===== src/rtl/bullet_pool_pkg.sv =====
// Shared playfield constants for the plane, enemy and bullet blocks.
// Bullet pool defaults live here so every instantiating block agrees on them.
package bullet_pool_pkg;

    localparam int COORD_W_DEF   = 10;
    localparam int SCREEN_H      = 640;
    localparam int SCREEN_V      = 480;
    localparam int TOP_LIMIT_DEF = 1;

    localparam int N_BULLETS_DEF = 4;
    localparam int MOVE_DIV_DEF  = 1;
    localparam int STEP_DEF      = 1;
    localparam int COOLDOWN_DEF  = 16;

    typedef enum logic [1:0] {
        SLOT_HOLD,
        SLOT_LAUNCH,
        SLOT_MOVE,
        SLOT_TRACK
    } slot_action_e;

endpackage


===== src/rtl/bullet_pool_if.sv =====
// Bundle of the bullet pool's game-side signals: plane position, fire key,
// collision hits in; per-slot coordinates, active mask and launch pulse out.
interface bullet_pool_if #(
    parameter int N_BULLETS = 4,
    parameter int COORD_W   = 10
);
    logic [COORD_W-1:0]           h_my_plane;
    logic [COORD_W-1:0]           v_my_plane;
    logic                         fire;
    logic [N_BULLETS-1:0]         hit;
    logic [N_BULLETS*COORD_W-1:0] h_bullet;
    logic [N_BULLETS*COORD_W-1:0] v_bullet;
    logic [N_BULLETS-1:0]         active;
    logic                         shot_fired;

    modport master (
        output h_my_plane, v_my_plane, fire, hit,
        input  h_bullet, v_bullet, active, shot_fired
    );

    modport slave (
        input  h_my_plane, v_my_plane, fire, hit,
        output h_bullet, v_bullet, active, shot_fired
    );

endinterface


===== src/rtl/bullet_pool_slot.sv =====
// One shot slot: position registers plus the hit > launch > move > track priority.
// An idle slot shadows the plane so a launch never shows a stale position.
module bullet_pool_slot
    import bullet_pool_pkg::*;
#(
    parameter int COORD_W   = 10,
    parameter int STEP      = 1,
    parameter int TOP_LIMIT = 1
) (
    input  logic               clk,
    input  logic               rst,
    input  logic               launch_i,
    input  logic               hit_i,
    input  logic               move_tick_i,
    input  logic [COORD_W-1:0] h_plane_i,
    input  logic [COORD_W-1:0] v_plane_i,
    output logic [COORD_W-1:0] h_o,
    output logic [COORD_W-1:0] v_o,
    output logic               active_o
);

    // One extra bit keeps TOP_LIMIT+STEP from wrapping near the coordinate ceiling.
    localparam logic [COORD_W:0] RETIRE_LIM = (COORD_W+1)'(TOP_LIMIT + STEP);
    localparam logic [COORD_W-1:0] STEP_C   = COORD_W'(STEP);

    logic [COORD_W-1:0] h_q, h_d;
    logic [COORD_W-1:0] v_q, v_d;
    logic               active_q, active_d;
    slot_action_e       action;
    logic               at_top;

    always_comb begin
        at_top = ({1'b0, v_q} < RETIRE_LIM);
        action = SLOT_HOLD;
        if (hit_i && active_q) begin
            action = SLOT_HOLD;
        end else if (launch_i) begin
            action = SLOT_LAUNCH;
        end else if (active_q && move_tick_i) begin
            action = SLOT_MOVE;
        end else if (!active_q) begin
            action = SLOT_TRACK;
        end
    end

    always_comb begin
        h_d      = h_q;
        v_d      = v_q;
        active_d = active_q;
        unique case (action)
            SLOT_HOLD: begin
                if (hit_i && active_q) begin
                    active_d = 1'b0;
                end
            end
            SLOT_LAUNCH: begin
                h_d      = h_plane_i;
                v_d      = v_plane_i;
                active_d = 1'b1;
            end
            SLOT_MOVE: begin
                if (at_top) begin
                    active_d = 1'b0;
                end else begin
                    v_d = v_q - STEP_C;
                end
            end
            SLOT_TRACK: begin
                h_d = h_plane_i;
                v_d = v_plane_i;
            end
            default: begin
                active_d = active_q;
            end
        endcase
    end

    always_ff @(posedge clk) begin
        if (rst) begin
            h_q      <= '0;
            v_q      <= '0;
            active_q <= 1'b0;
        end else begin
            h_q      <= h_d;
            v_q      <= v_d;
            active_q <= active_d;
        end
    end

    assign h_o      = h_q;
    assign v_o      = v_q;
    assign active_o = active_q;

endmodule


===== src/rtl/bullet_pool.sv =====
// Player bullet manager: fire edge detect, reload cooldown, movement divider and
// lowest-free slot allocation over N_BULLETS independent shot slots.
module bullet_pool
    import bullet_pool_pkg::*;
#(
    parameter int N_BULLETS = N_BULLETS_DEF,
    parameter int COORD_W   = COORD_W_DEF,
    parameter int MOVE_DIV  = MOVE_DIV_DEF,
    parameter int STEP      = STEP_DEF,
    parameter int TOP_LIMIT = TOP_LIMIT_DEF,
    parameter int COOLDOWN  = COOLDOWN_DEF
) (
    input  logic          clk,
    input  logic          rst,
    bullet_pool_if.slave  bus
);

    localparam int CD_W  = (COOLDOWN > 0) ? $clog2(COOLDOWN + 1) : 1;
    localparam int DIV_W = (MOVE_DIV > 1) ? $clog2(MOVE_DIV) : 1;

    logic                 fire_q;
    logic [CD_W-1:0]      cd_q, cd_d;
    logic [DIV_W-1:0]     div_q, div_d;
    logic                 shot_q, shot_d;

    logic                 fire_edge;
    logic                 cd_idle;
    logic                 accept;
    logic                 move_tick;
    logic [N_BULLETS-1:0] active_w;
    logic [N_BULLETS-1:0] free_w;
    logic [N_BULLETS-1:0] first_free;
    logic [N_BULLETS-1:0] launch_sel;

    logic [N_BULLETS*COORD_W-1:0] h_w;
    logic [N_BULLETS*COORD_W-1:0] v_w;

    // Free slots come from the registered mask, so a slot hit this cycle
    // only becomes allocatable once its active bit has actually dropped.
    always_comb begin
        free_w     = ~active_w;
        first_free = '0;
        for (int i = N_BULLETS - 1; i >= 0; i--) begin
            if (free_w[i]) begin
                first_free    = '0;
                first_free[i] = 1'b1;
            end
        end
    end

    always_comb begin
        fire_edge  = bus.fire & ~fire_q;
        cd_idle    = (cd_q == '0);
        accept     = fire_edge & cd_idle & (|free_w);
        launch_sel = accept ? first_free : '0;
        shot_d     = accept;

        if (accept) begin
            cd_d = CD_W'(COOLDOWN);
        end else if (!cd_idle) begin
            cd_d = cd_q - 1'b1;
        end else begin
            cd_d = cd_q;
        end

        move_tick = (div_q == DIV_W'(MOVE_DIV - 1));
        div_d     = move_tick ? '0 : div_q + 1'b1;
    end

    always_ff @(posedge clk) begin
        if (rst) begin
            fire_q <= 1'b0;
            cd_q   <= '0;
            div_q  <= '0;
            shot_q <= 1'b0;
        end else begin
            fire_q <= bus.fire;
            cd_q   <= cd_d;
            div_q  <= div_d;
            shot_q <= shot_d;
        end
    end

    for (genvar g = 0; g < N_BULLETS; g++) begin : g_slot
        bullet_pool_slot #(
            .COORD_W   (COORD_W),
            .STEP      (STEP),
            .TOP_LIMIT (TOP_LIMIT)
        ) u_slot (
            .clk         (clk),
            .rst         (rst),
            .launch_i    (launch_sel[g]),
            .hit_i       (bus.hit[g]),
            .move_tick_i (move_tick),
            .h_plane_i   (bus.h_my_plane),
            .v_plane_i   (bus.v_my_plane),
            .h_o         (h_w[g*COORD_W +: COORD_W]),
            .v_o         (v_w[g*COORD_W +: COORD_W]),
            .active_o    (active_w[g])
        );
    end

    assign bus.h_bullet   = h_w;
    assign bus.v_bullet   = v_w;
    assign bus.active     = active_w;
    assign bus.shot_fired = shot_q;

endmodule


===== src/flat_wrapper.sv =====
// flat-port wrapper written by rule: the top's interface ports become plain ports
module bullet_pool_flat import bullet_pool_pkg::*;
#(
    parameter int N_BULLETS = N_BULLETS_DEF,
    parameter int COORD_W   = COORD_W_DEF,
    parameter int MOVE_DIV  = MOVE_DIV_DEF,
    parameter int STEP      = STEP_DEF,
    parameter int TOP_LIMIT = TOP_LIMIT_DEF,
    parameter int COOLDOWN  = COOLDOWN_DEF
)
  (clk, rst, bus_h_my_plane, bus_v_my_plane, bus_fire, bus_hit, bus_h_bullet, bus_v_bullet, bus_active, bus_shot_fired);
  bullet_pool_if #(.N_BULLETS(N_BULLETS), .COORD_W(COORD_W)) bus_i ();
  input  logic clk;
  input  logic rst;
  input wire logic [$bits(bus_i.h_my_plane)-1:0] bus_h_my_plane;
  input wire logic [$bits(bus_i.v_my_plane)-1:0] bus_v_my_plane;
  input wire logic [$bits(bus_i.fire)-1:0] bus_fire;
  input wire logic [$bits(bus_i.hit)-1:0] bus_hit;
  output wire logic [$bits(bus_i.h_bullet)-1:0] bus_h_bullet;
  output wire logic [$bits(bus_i.v_bullet)-1:0] bus_v_bullet;
  output wire logic [$bits(bus_i.active)-1:0] bus_active;
  output wire logic [$bits(bus_i.shot_fired)-1:0] bus_shot_fired;
  assign bus_i.h_my_plane = bus_h_my_plane;
  assign bus_i.v_my_plane = bus_v_my_plane;
  assign bus_i.fire = bus_fire;
  assign bus_i.hit = bus_hit;
  assign bus_h_bullet = bus_i.h_bullet;
  assign bus_v_bullet = bus_i.v_bullet;
  assign bus_active = bus_i.active;
  assign bus_shot_fired = bus_i.shot_fired;
  bullet_pool #(.N_BULLETS(N_BULLETS), .COORD_W(COORD_W), .MOVE_DIV(MOVE_DIV), .STEP(STEP), .TOP_LIMIT(TOP_LIMIT), .COOLDOWN(COOLDOWN)) u_core (.clk(clk), .rst(rst), .bus(bus_i));
endmodule

===== config.mk =====
export PLATFORM = sky130hd
export DESIGN_NAME = bullet_pool_flat
export DESIGN_NICKNAME = d
export VERILOG_FILES = /design/src/rtl/bullet_pool_pkg.sv /design/src/rtl/bullet_pool_if.sv /design/src/rtl/bullet_pool_slot.sv /design/src/rtl/bullet_pool.sv /design/src/flat_wrapper.sv
export SDC_FILE = /design/constraint.sdc
export NUM_CORES = 1
export LEC_CHECK = 0
export CAP_MARGIN = 25
export CORE_ASPECT_RATIO = 1.2
export CORE_UTILIZATION = 50
export CTS_CLUSTER_DIAMETER = 120
export CTS_CLUSTER_SIZE = 30
export DETAILED_ROUTE_END_ITERATION = 7
export GPL_ROUTABILITY_DRIVEN = 0
export PLACE_DENSITY = 0.78
export SLEW_MARGIN = 15
export SYNTH_ARGS = -nofsm -noshare
export SYNTH_HDL_FRONTEND = slang
export SYNTH_SLANG_ARGS = --single-unit

===== constraint.sdc =====
create_clock -name clk -period 4.6 [get_ports clk]
set_input_delay 0.46 -clock clk [delete_from_list [all_inputs] [get_ports clk]]
set_output_delay 0.46 -clock clk [all_outputs]
set_load 0.005 [all_outputs]

==> results.md <==
* Outcome: completed
* Clock root cell: clkbuf_8
* IO Count at 112
* Max Clock Skew at 6.48 ps
* Final instance area at 5650 µm²
* Via density at 5.79
* CORE AREA at 8200 µm²
* Area growth syn-to-layout at 31.7%
* R2R cell count at 6
* CP endpoint kind: register
* DP Cell Count at 674
* EDFF count, synth at 0
* Tot Pwr at 2.05 mW
* CTS tree: built
* Unrepaired setup endpoints after global routing: no
* Chip Height at 103 µm
* Sequential share of the synthesized area at 0.430
* Clk pin slew, worst setup/hold paths at 90 ps
* Final Setup Violations at 0
* Synth cell types at 55
* Post-Synthesis Cells at 478
* Htree depth at 3
* WP data required at 4880 ps
* CP Class: register to register
* Area of the multi-input gates at 2230 µm²
* # hold bufs at CTS at 0
* DP Area at 5420 µm²
* Final worst path period share at 0.492
* Latest clock arrival within the worst-skew pair at 360 ps
* Ys Warns at 0
* Total CTS buffers at 9
* Worst endpoint data arrival time at 2540 ps
* Slew HR at 0.436
* Worst setup margin at 2340 ps
* Hold slack at 503 ps
* Async S/R FF share, synth at 0
* DP Worst Slack at 2030 ps
* #FFs+latches synth at 92
* Hpwl dp at 7720 µm
* WHS Path Cells at 2
* Finished Layout Cells at 690
* Worst Tran Pin Value at 838 ps
* Setup bufs post-CTS at 0
* Total grt overflow at 0
* Num rows at 36
* Initial drt markers at 198
* Total wire length at 11400 µm
* Drt pass-1 iters at 4
* CTS max path bufs at 2
* Largest net degree at the start of global routing at 52
* Initial antenna violation count at 0
* Fmax at 0.442 GHz
* Nets@finish at 604
* Max-cap violation count at 0
* Top_reg_cell synth: dfxtp_1
* Drt wl/cell at 16.6 µm
* Maximum vdd drop at 236 µV
* Sink Count at 92
* Vias post-DR at 3995
* Pins Over Slew Limit at 0
* Finished Core Util at 0.689
* Post-synthesis cell area at 4290 µm²
* Die ar. at 8950 µm²
* Cts repair resizes at 0
* PwrDens at 363 nW/µm²
* Setup TNS at 0 ps
* DRT antenna net count at 0
* Tmin final at 2260 ps
* Critical-path maximum fanout at 6
* Initial core utilization at 0.523
* First-pass GRT wire length at 17700 µm
* Startpoint types: register
* Die W at 86.5 µm
* DRC viols at 0
* Share of cells above drive strength 1 at 0.0677
* Antenna Cells at 0
* Syn Area/Cell at 8.97 µm²
* Tightest Hold Check Type: register to register
* Lkg Pwr at 1.97 nW
* Post-Syn Nets at 511
* Vias in the first global route at 3617
* Final hold vios at 0
* Seq. cell area at 1840 µm²
* Port Buf Inserts at 111
* Global router's overall resource usage at 0.257
* # fillers at 706
sequential cells by signal, indices dropped and copies added (netlist names):
signal / cells
u_core.g_slot.u_slot.h_o: 40
u_core.g_slot.u_slot.active_o: 4
u_core.fire_q: 1
u_core.g_slot.u_slot.v_o: 40
u_core.cd_q: 5
u_core.div_q: 1
u_core.bus.shot_fired: 1
layout make-up:
cell class / instances / area share
clock buffers: 9 / 0.0219
flip-flops and latches: 92 / 0.326
clock inverters: 7 / 0.0175
well taps: 114 / 0.0253
multi-input cells: 335 / 0.395
inverters: 17 / 0.0113
repair buffers: 116 / 0.203
critical path, cell delays in order, from the launching register on:
cell      delay (ps)
dfxtp_1          320
inv_1            110
ha_1             190
nor4b_2          480
nand3b_1         320
or3b_2           550
o31ai_1          220
synthesized netlist by cell type (5+ instances only):
master / number / area, µm²
a211oi_1: 15 / 113
a21oi_1: 13 / 65.1
a311oi_1: 19 / 166
a31oi_1: 9 / 56.3
clkbuf_1: 25 / 93.8
dfxtp_1: 92 / 1840
ha_1: 6 / 75.1
inv_1: 17 / 63.8
mux2i_1: 43 / 430
nand2_1: 12 / 45.0
nand2b_1: 5 / 31.3
nand3b_1: 6 / 45.0
nor2_1: 86 / 323
nor2b_1: 5 / 31.3
nor3_1: 11 / 55.1
nor4_1: 8 / 50.1
o21ai_0: 14 / 70.1
o31ai_1: 5 / 37.5
or3_1: 8 / 50.1
or4_1: 8 / 60.1
xnor2_1: 9 / 78.8
path summary, 6_finish.rpt:
| path | start | slack [ps] | endpoint |
|---|---|---|---|
| setup / recovery | u_core.cd_q[0]$_SDFFE_PP0P_ | 2340 | u_core.g_slot[3].u_slot.active_o$_SDFFE_PP0P_ |
| hold / removal | u_core.g_slot[0].u_slot.h_o[6]$_SDFFE_PP0P_ | 500 | u_core.g_slot[0].u_slot.h_o[6]$_SDFFE_PP0P_ |
| setup reg to reg | u_core.cd_q[0]$_SDFFE_PP0P_ | 2340 | u_core.g_slot[3].u_slot.active_o$_SDFFE_PP0P_ |
| hold reg to reg | u_core.g_slot[0].u_slot.h_o[6]$_SDFFE_PP0P_ | 500 | u_core.g_slot[0].u_slot.h_o[6]$_SDFFE_PP0P_ |
kinds of logic after synthesis:
family / after synthesis / synth area share
other: 1 / 0.000875
buffers and inverters: 51 / 0.0499
adders and majority gates: 6 / 0.0175
xor gates and xnor gates: 12 / 0.0245
DFF: 92 / 0.430
muxes: 45 / 0.106
AOI/OAI and AO/OA: 97 / 0.163
and+or+nand+nor: 174 / 0.208
placed cells by master, fill, tap and decap left out, types with 2 or more instances in the layout:
master           Yosys  layout
clkbuf_8             0       9
o31ai_1              5       5
nand2_1             12      12
nor2b_1              5       5
dfxtp_1             92      92
o211ai_1             4       4
o2111ai_1            2       2
xnor2_1              9       9
or3_1                8       8
bufinv_16            0       2
mux2_2               2       2
nor4_1               8       8
nand3b_1             6       6
nand2b_1             5       5
a311oi_1            19      19
nor2_1              86      86
o311ai_0             3       3
a211oi_1            15      15
ha_1                 6       6
nor3b_1              2       2
inv_1               17      17
nor3_1              11      11
clkinvlp_4           0       4
nand3_1              4       4
a21oi_1             13      13
nand4_1              2       2
mux2i_1             43      43
a21bo_2              3       3
a31oi_1              9       9
clkdlybuf4s50_1      0     110
o41ai_1              2       2
buf_4                4       5
or4_1                8       8
xor2_1               3       3
or3b_2               2       2
a41oi_1              2       2
or2_2                4       4
o21ai_0             14      14
layer usage:
layer,up-vias,part of all wire,global-route usage
met1,1902,0.42,0.305
met2,156,0.48,0.441
met3,13,0.089,0.0889
met5,-,0,0
li1,1924,-,-
met4,0,0.013,0.0756
report_power, final:
group	internal (mW)	switching, mW
clock	0.308	0.295
sequential	0.875	0.0768
combinational	0.261	0.235
total	1.44	0.606
Note: power is estimated with default switching activity, not from simulation.
==> RTL edit 1 (same flow settings) <==
Set the package constant `COOLDOWN_DEF` to 32 (it was 16).
--- a/src/rtl/bullet_pool_pkg.sv
+++ b/src/rtl/bullet_pool_pkg.sv
@@ -10,7 +10,7 @@
     localparam int N_BULLETS_DEF = 4;
     localparam int MOVE_DIV_DEF  = 1;
     localparam int STEP_DEF      = 1;
-    localparam int COOLDOWN_DEF  = 16;
+    localparam int COOLDOWN_DEF  = 32;
 
     typedef enum logic [1:0] {
         SLOT_HOLD,
Behaviour: same outputs for any inputs over 10 cycles, from zero or initial values and one cycle with rst high; that may be too few to reach the edited logic, so the function may still have changed.
==> RTL edit 1 against the original RTL <==
Sequential cell count is 1 higher. Setup slack better by 18 ps. Cell area is 4.3% higher. Synthesized area is 3.6% higher. Power is 10% higher. Count of clock-buffer cells in the layout stayed put. Wire length is 4.4% higher. Global-route usage is 1.0 points higher. Worst hold slack better by 2.2 ps. Critical path type is now reg2out. Largest cell class unchanged. Highest routed layer unchanged.
==> RTL edit 1: results (changes against the original RTL) <==
[outcome]
status = finished, final reports clean

[worst_hold_path]
hp-start = u_core.g_slot[3].u_slot.h_o[3]$_SDFFE_PP0P_
min_to = u_core.g_slot[3].u_slot.h_o[3]$_SDFFE_PP0P_

[yosys]
synth_compound_area_share_pct = 15.5  ; -0.82 points
synthTopCellsByCount = 93 x dfxtp_1, 91 x nor2_1, 45 x mux2i_1, 24 x nand2_1, 20 x inv_1
synthTopCellsByArea = dfxtp_1 42%, mux2i_1 10%, nor2_1 7.7%
yosys.area_share.xor_xnor_pct = 2.17  ; -0.28 points
synth_adder_area_share_pct = 1.69  ; -0.061 points
synth.distinct_cells = 61  ; +11%
async_flop_share_pct = 0  ; unchanged
syn_nets = 536  ; +4.9%
synthCells = 503  ; +5.2%
synthMuxAreaShare_pct = 10.4  ; -0.17 points
ys_seq_area_share_pct = 41.9  ; -1.0 points

[setup_path]
path_max_fanout = 23  ; +17
regToRegSetupSlack_ps = 2610  ; +270 ps
worstSetupStartpoint = u_core.g_slot[1].u_slot.active_o$_SDFFE_PP0P_
r2r_end = u_core.g_slot[3].u_slot.active_o$_SDFFE_PP0P_
max_stage_delay_ps = 800  ; +250 ps
cp.arrival_ps = 1790  ; -750 ps
r2r_start = u_core.g_slot[2].u_slot.active_o$_SDFFE_PP0P_
setup.worst_path.end = bus_active[1]
critPathTopFamily = flip-flops
slowest_stage = dfxtp_1
reg2reg_depth = 3  ; -3

[clock_tree]
clk_pin_slew_ps = 90  ; about the same
cts_buffers = 9  ; unchanged

[cells_and_area]
final_layout_size_suffix_gt1_share_pct = 6.43  ; -0.35 points
fillers = 723  ; +2.4%
final_nets = 635  ; +5.1%

[detailed_routing]
met3WireLength_mm = 1.01  ; -0.69%
wl_met1_mm = 4.96  ; +2.9%
drt_iter0_drc = 255  ; +29%
wirelength_mm = 11.9  ; +4.4%
wl_per_cell_um = 16.5  ; -0.55%
vias = 4188  ; +4.8%
wl_met2_mm = 5.70  ; +4.9%

[global_routing]
grtUsageTotal_pct = 26.7  ; +1.0 points
grt_pass1_vias = 4000  ; +11%
grt_max_degree = 60  ; +15%
grt_first_pass_wirelength_mm = 19.4  ; +9.5%

[sta]
slew_headroom_pct = 51.3  ; +7.7 points
fin_worst_skew_ps = 11.6  ; +5.13 ps
period_minus_slack_ps = 2250  ; -17.8 ps
whs_ps = 505  ; +2.21 ps

[power]
p_seq_w = 0.000987  ; +3.7%
vdd_drop_max_uv = 188  ; -20%
sequentialPowerShare_pct = 43.6  ; -2.9 points
p_leak_nw = 2.10  ; +6.6%
powerClk_w = 0.000713  ; +18%
p_int_w = 0.00160  ; +11%

[placement]
place_area_um2 = 5600  ; +3.2%
dpl.cell_count = 707  ; +4.9%
dpl.hpwl_mm = 8.22  ; +6.6%
place_ws_ps = 2420  ; +387 ps

==> RTL edit 1: cell types whose count changed after synthesis, sizes merged, moves of 5 or more <==
| cell | delta |
|---|---|
| a31oi | +5 |
| nor2 | +5 |
| nand3b | -5 |
| o21ai | -12 |
| clkbuf | -9 |
| o31ai | -5 |
| nand3 | +7 |
| a311oi | -9 |
| a21oi | +5 |
| nand2 | +12 |
| nor4 | +5 |
==> RTL edit 1: layout make-up <==
cell class / instances / area (um^2) / area share [%]
timing repair buffer: 117 / 1160 / 19.8
clock buffer: 9 / 124 / 2.10
clock inverter: 7 / 145 / 2.47
inverter: 21 / 78.8 / 1.34
tap: 117 / 146 / 2.49
multi-input combinational: 360 / 2370 / 40.2
sequential: 93 / 1860 / 31.6
==> RTL edit 1: routing by layer <==
metal  GRT usage [%]  up-vias
met2            43.1      153
met4            10.6        0
li1                -     2030
met3            7.20       20
met1            33.6     1985
met5               0        -
==> RTL edit 2 (same flow settings) <==
Without the edit above. Make the reset (`rst`) asynchronous in 2 clocked blocks.
--- a/src/rtl/bullet_pool_slot.sv
+++ b/src/rtl/bullet_pool_slot.sv
@@ -75,7 +75,7 @@
         endcase
     end
 
-    always_ff @(posedge clk) begin
+    always_ff @(posedge clk or posedge rst) begin
         if (rst) begin
             h_q      <= '0;
             v_q      <= '0;
--- a/src/rtl/bullet_pool.sv
+++ b/src/rtl/bullet_pool.sv
@@ -67,7 +67,7 @@
         div_d     = move_tick ? '0 : div_q + 1'b1;
     end
 
-    always_ff @(posedge clk) begin
+    always_ff @(posedge clk or posedge rst) begin
         if (rst) begin
             fire_q <= 1'b0;
             cd_q   <= '0;
Formal check against the unedited RTL: differs if rst is asserted again (counterexample within 4 cycles, from zero or initial values and one cycle with rst high); with rst held inactive, the same outputs for 10 cycles.
==> RTL edit 2 against the original RTL <==
Clock power grew 3%. Highest routed layer unchanged. Sequential cell count fell by 1. Synthesized area up 0.44%. Power fell by 6.2%. Wire length fell by 4.8%. Cell area rose by 2.0%. Critical endpoint is now u_core.cd_q[1]$_DFFE_PP0P_. Setup slack improved by 31 ps.
==> RTL edit 2: results (changes against the original RTL) <==
[setup_path]
r2r_start = u_core.cd_q[0]$_DFFE_PP0P_
cp.arrival_ps = 2450  ; -90 ps
max_stage_delay_ps = 570  ; +20 ps
path_max_fanout = 5  ; -1
r2r_end = u_core.cd_q[1]$_DFFE_PP0P_
regToRegSetupSlack_ps = 2370  ; +30 ps
critPathTopFamily = simple AND/OR/NAND/NOR gates
reg2reg_depth = 6  ; unchanged
slowest_stage = nor4b_1

[clock_tree]
cts_root_buf = clkbuf_8
h-tree-depth = 3  ; unchanged
ctsResizeCount = 0  ; unchanged
cts_buffers = 9  ; unchanged
cts_setup_buffers = 0  ; unchanged
clock_path_buffers = 2  ; unchanged
insertion_delay_ps = 350
clk_pin_slew_ps = 100

[sta]
slew_headroom_pct = 42.5  ; -1.1 points
fin_worst_skew_ps = 10.9  ; +4.41 ps

[detailed_routing]
wl_met2_mm = 5.44  ; about the same
drt_iter0_drc = 354  ; +79%
top_layer_used = met4
routed_via_density = 5.65  ; -2.4%
wirelength_mm = 10.9  ; -4.8%
met3WireLength_um = 791  ; -23%
wl_met1_mm = 4.44  ; -7.8%
dr.pass1.iters = 4  ; unchanged

[yosys]
synthTopCellsByCount = 91 x dfrtp_1, 43 x nor2_1, 40 x mux2_2, 23 x a21oi_1, 20 x nand2_1
synth.distinct_cells = 49  ; -11%
ys_seq_area_share_pct = 52.9  ; +9.9 points
syn_nets = 432  ; -15%
avgSynthCellArea_um2 = 10.8  ; +20%
synthTopCellsByArea = dfrtp_1 53%, mux2_2 10%, nor2_1 3.7%
async_flop_share_pct = 100  ; +100 points
yosysWarnings = 0  ; unchanged

[power]
vdd_drop_max_uv = 269  ; +14%
p_leak_nw = 2.26  ; +15%

[placement]
dpl.hpwl_mm = 7.56  ; -2.1%
dpl.cell_count = 610  ; -9.5%
place_area_um2 = 5530  ; +1.9%
io_buffers = 111  ; unchanged

[cells_and_area]
final_nets = 540  ; -11%
final_layout_size_suffix_gt1_share_pct = 13.5  ; +6.7 points
fin_cells = 626  ; -9.3%
antenna_cells = 0  ; unchanged
fillers = 647  ; -8.4%

[global_routing]
grt_pass1_vias = 3484  ; -3.7%
grt_max_degree = 43  ; -17%
grt_antenna_before_repair = 0  ; unchanged
grtUsageTotal_pct = 25.0  ; -0.71 points
grt_first_pass_wirelength_mm = 17.5  ; -1.1%

[worst_hold_path]
hold_class = in2async

[outcome]
status = finished, final reports clean

[RTL edit 2: logic make-up after synthesis]
family | after synthesis | synth area share (%)
compound gates | 81 | 12.0
xor+xnor | 14 | 2.85
fa+ha+maj | 6 | 1.74
buf+inv | 34 | 3.31
flops | 91 | 52.9
mux | 43 | 11.2
simple gates | 130 | 16.0
[RTL edit 2: layout make-up]
class                   instances  area (um^2)  area share, %
clock buffers                  10          138           2.39
clock inverters                 6         93.8           1.63
inverters                      14         53.8          0.934
multi-input cells             274         1890           32.7
flip-flops and latches         91         2280           39.5
well taps                     114          143           2.48
repair buffers                117         1170           20.3
[RTL edit 2: through the flow]
| step | total power, W | hold WS (ps) | worst slack, ps |
|---|---|---|---|
| CTS | 0.00194 | 397 | 2360 |
| global route | 0.00202 | 414 | 2070 |
| finish | 0.00192 | 398 | 2370 |
| floorplan | 0.00113 | 465 | 1780 |
| detailed placement | 0.00132 | 494 | 2250 |
| global placement | 0.00130 | 487 | 2320 |
[RTL edit 2: layer usage]
layer / vias to the layer above / global-route usage [%]
met2: 117 / 41.8
met5: - / 0
met3: 19 / 6.37
met1: 1740 / 31.7
met4: 0 / 7.50
li1: 1661 / -
[RTL edit 2: worst max-delay path by stage]
stage / startpoint / end / slack [ps]
after floorplan: rst / u_core.bus.shot_fired$_DFF_PP0_ / 1780
after global placement: bus_hit[0] / u_core.g_slot[0].u_slot.v_o[7]$_DFFE_PP0P_ / 2320
after detailed placement: bus_hit[0] / u_core.g_slot[0].u_slot.v_o[5]$_DFFE_PP0P_ / 2250
after CTS: u_core.cd_q[0]$_DFFE_PP0P_ / u_core.cd_q[1]$_DFFE_PP0P_ / 2360
after global routing: u_core.cd_q[0]$_DFFE_PP0P_ / u_core.cd_q[1]$_DFFE_PP0P_ / 2070
final: u_core.cd_q[0]$_DFFE_PP0P_ / u_core.cd_q[1]$_DFFE_PP0P_ / 2370
[RTL edit 2: report_power, final]
part           switching (W)  internal [W]  total (W)
registers          0.0000734      0.000873   0.000947
clock network       0.000295      0.000326   0.000621
logic               0.000157      0.000199   0.000356
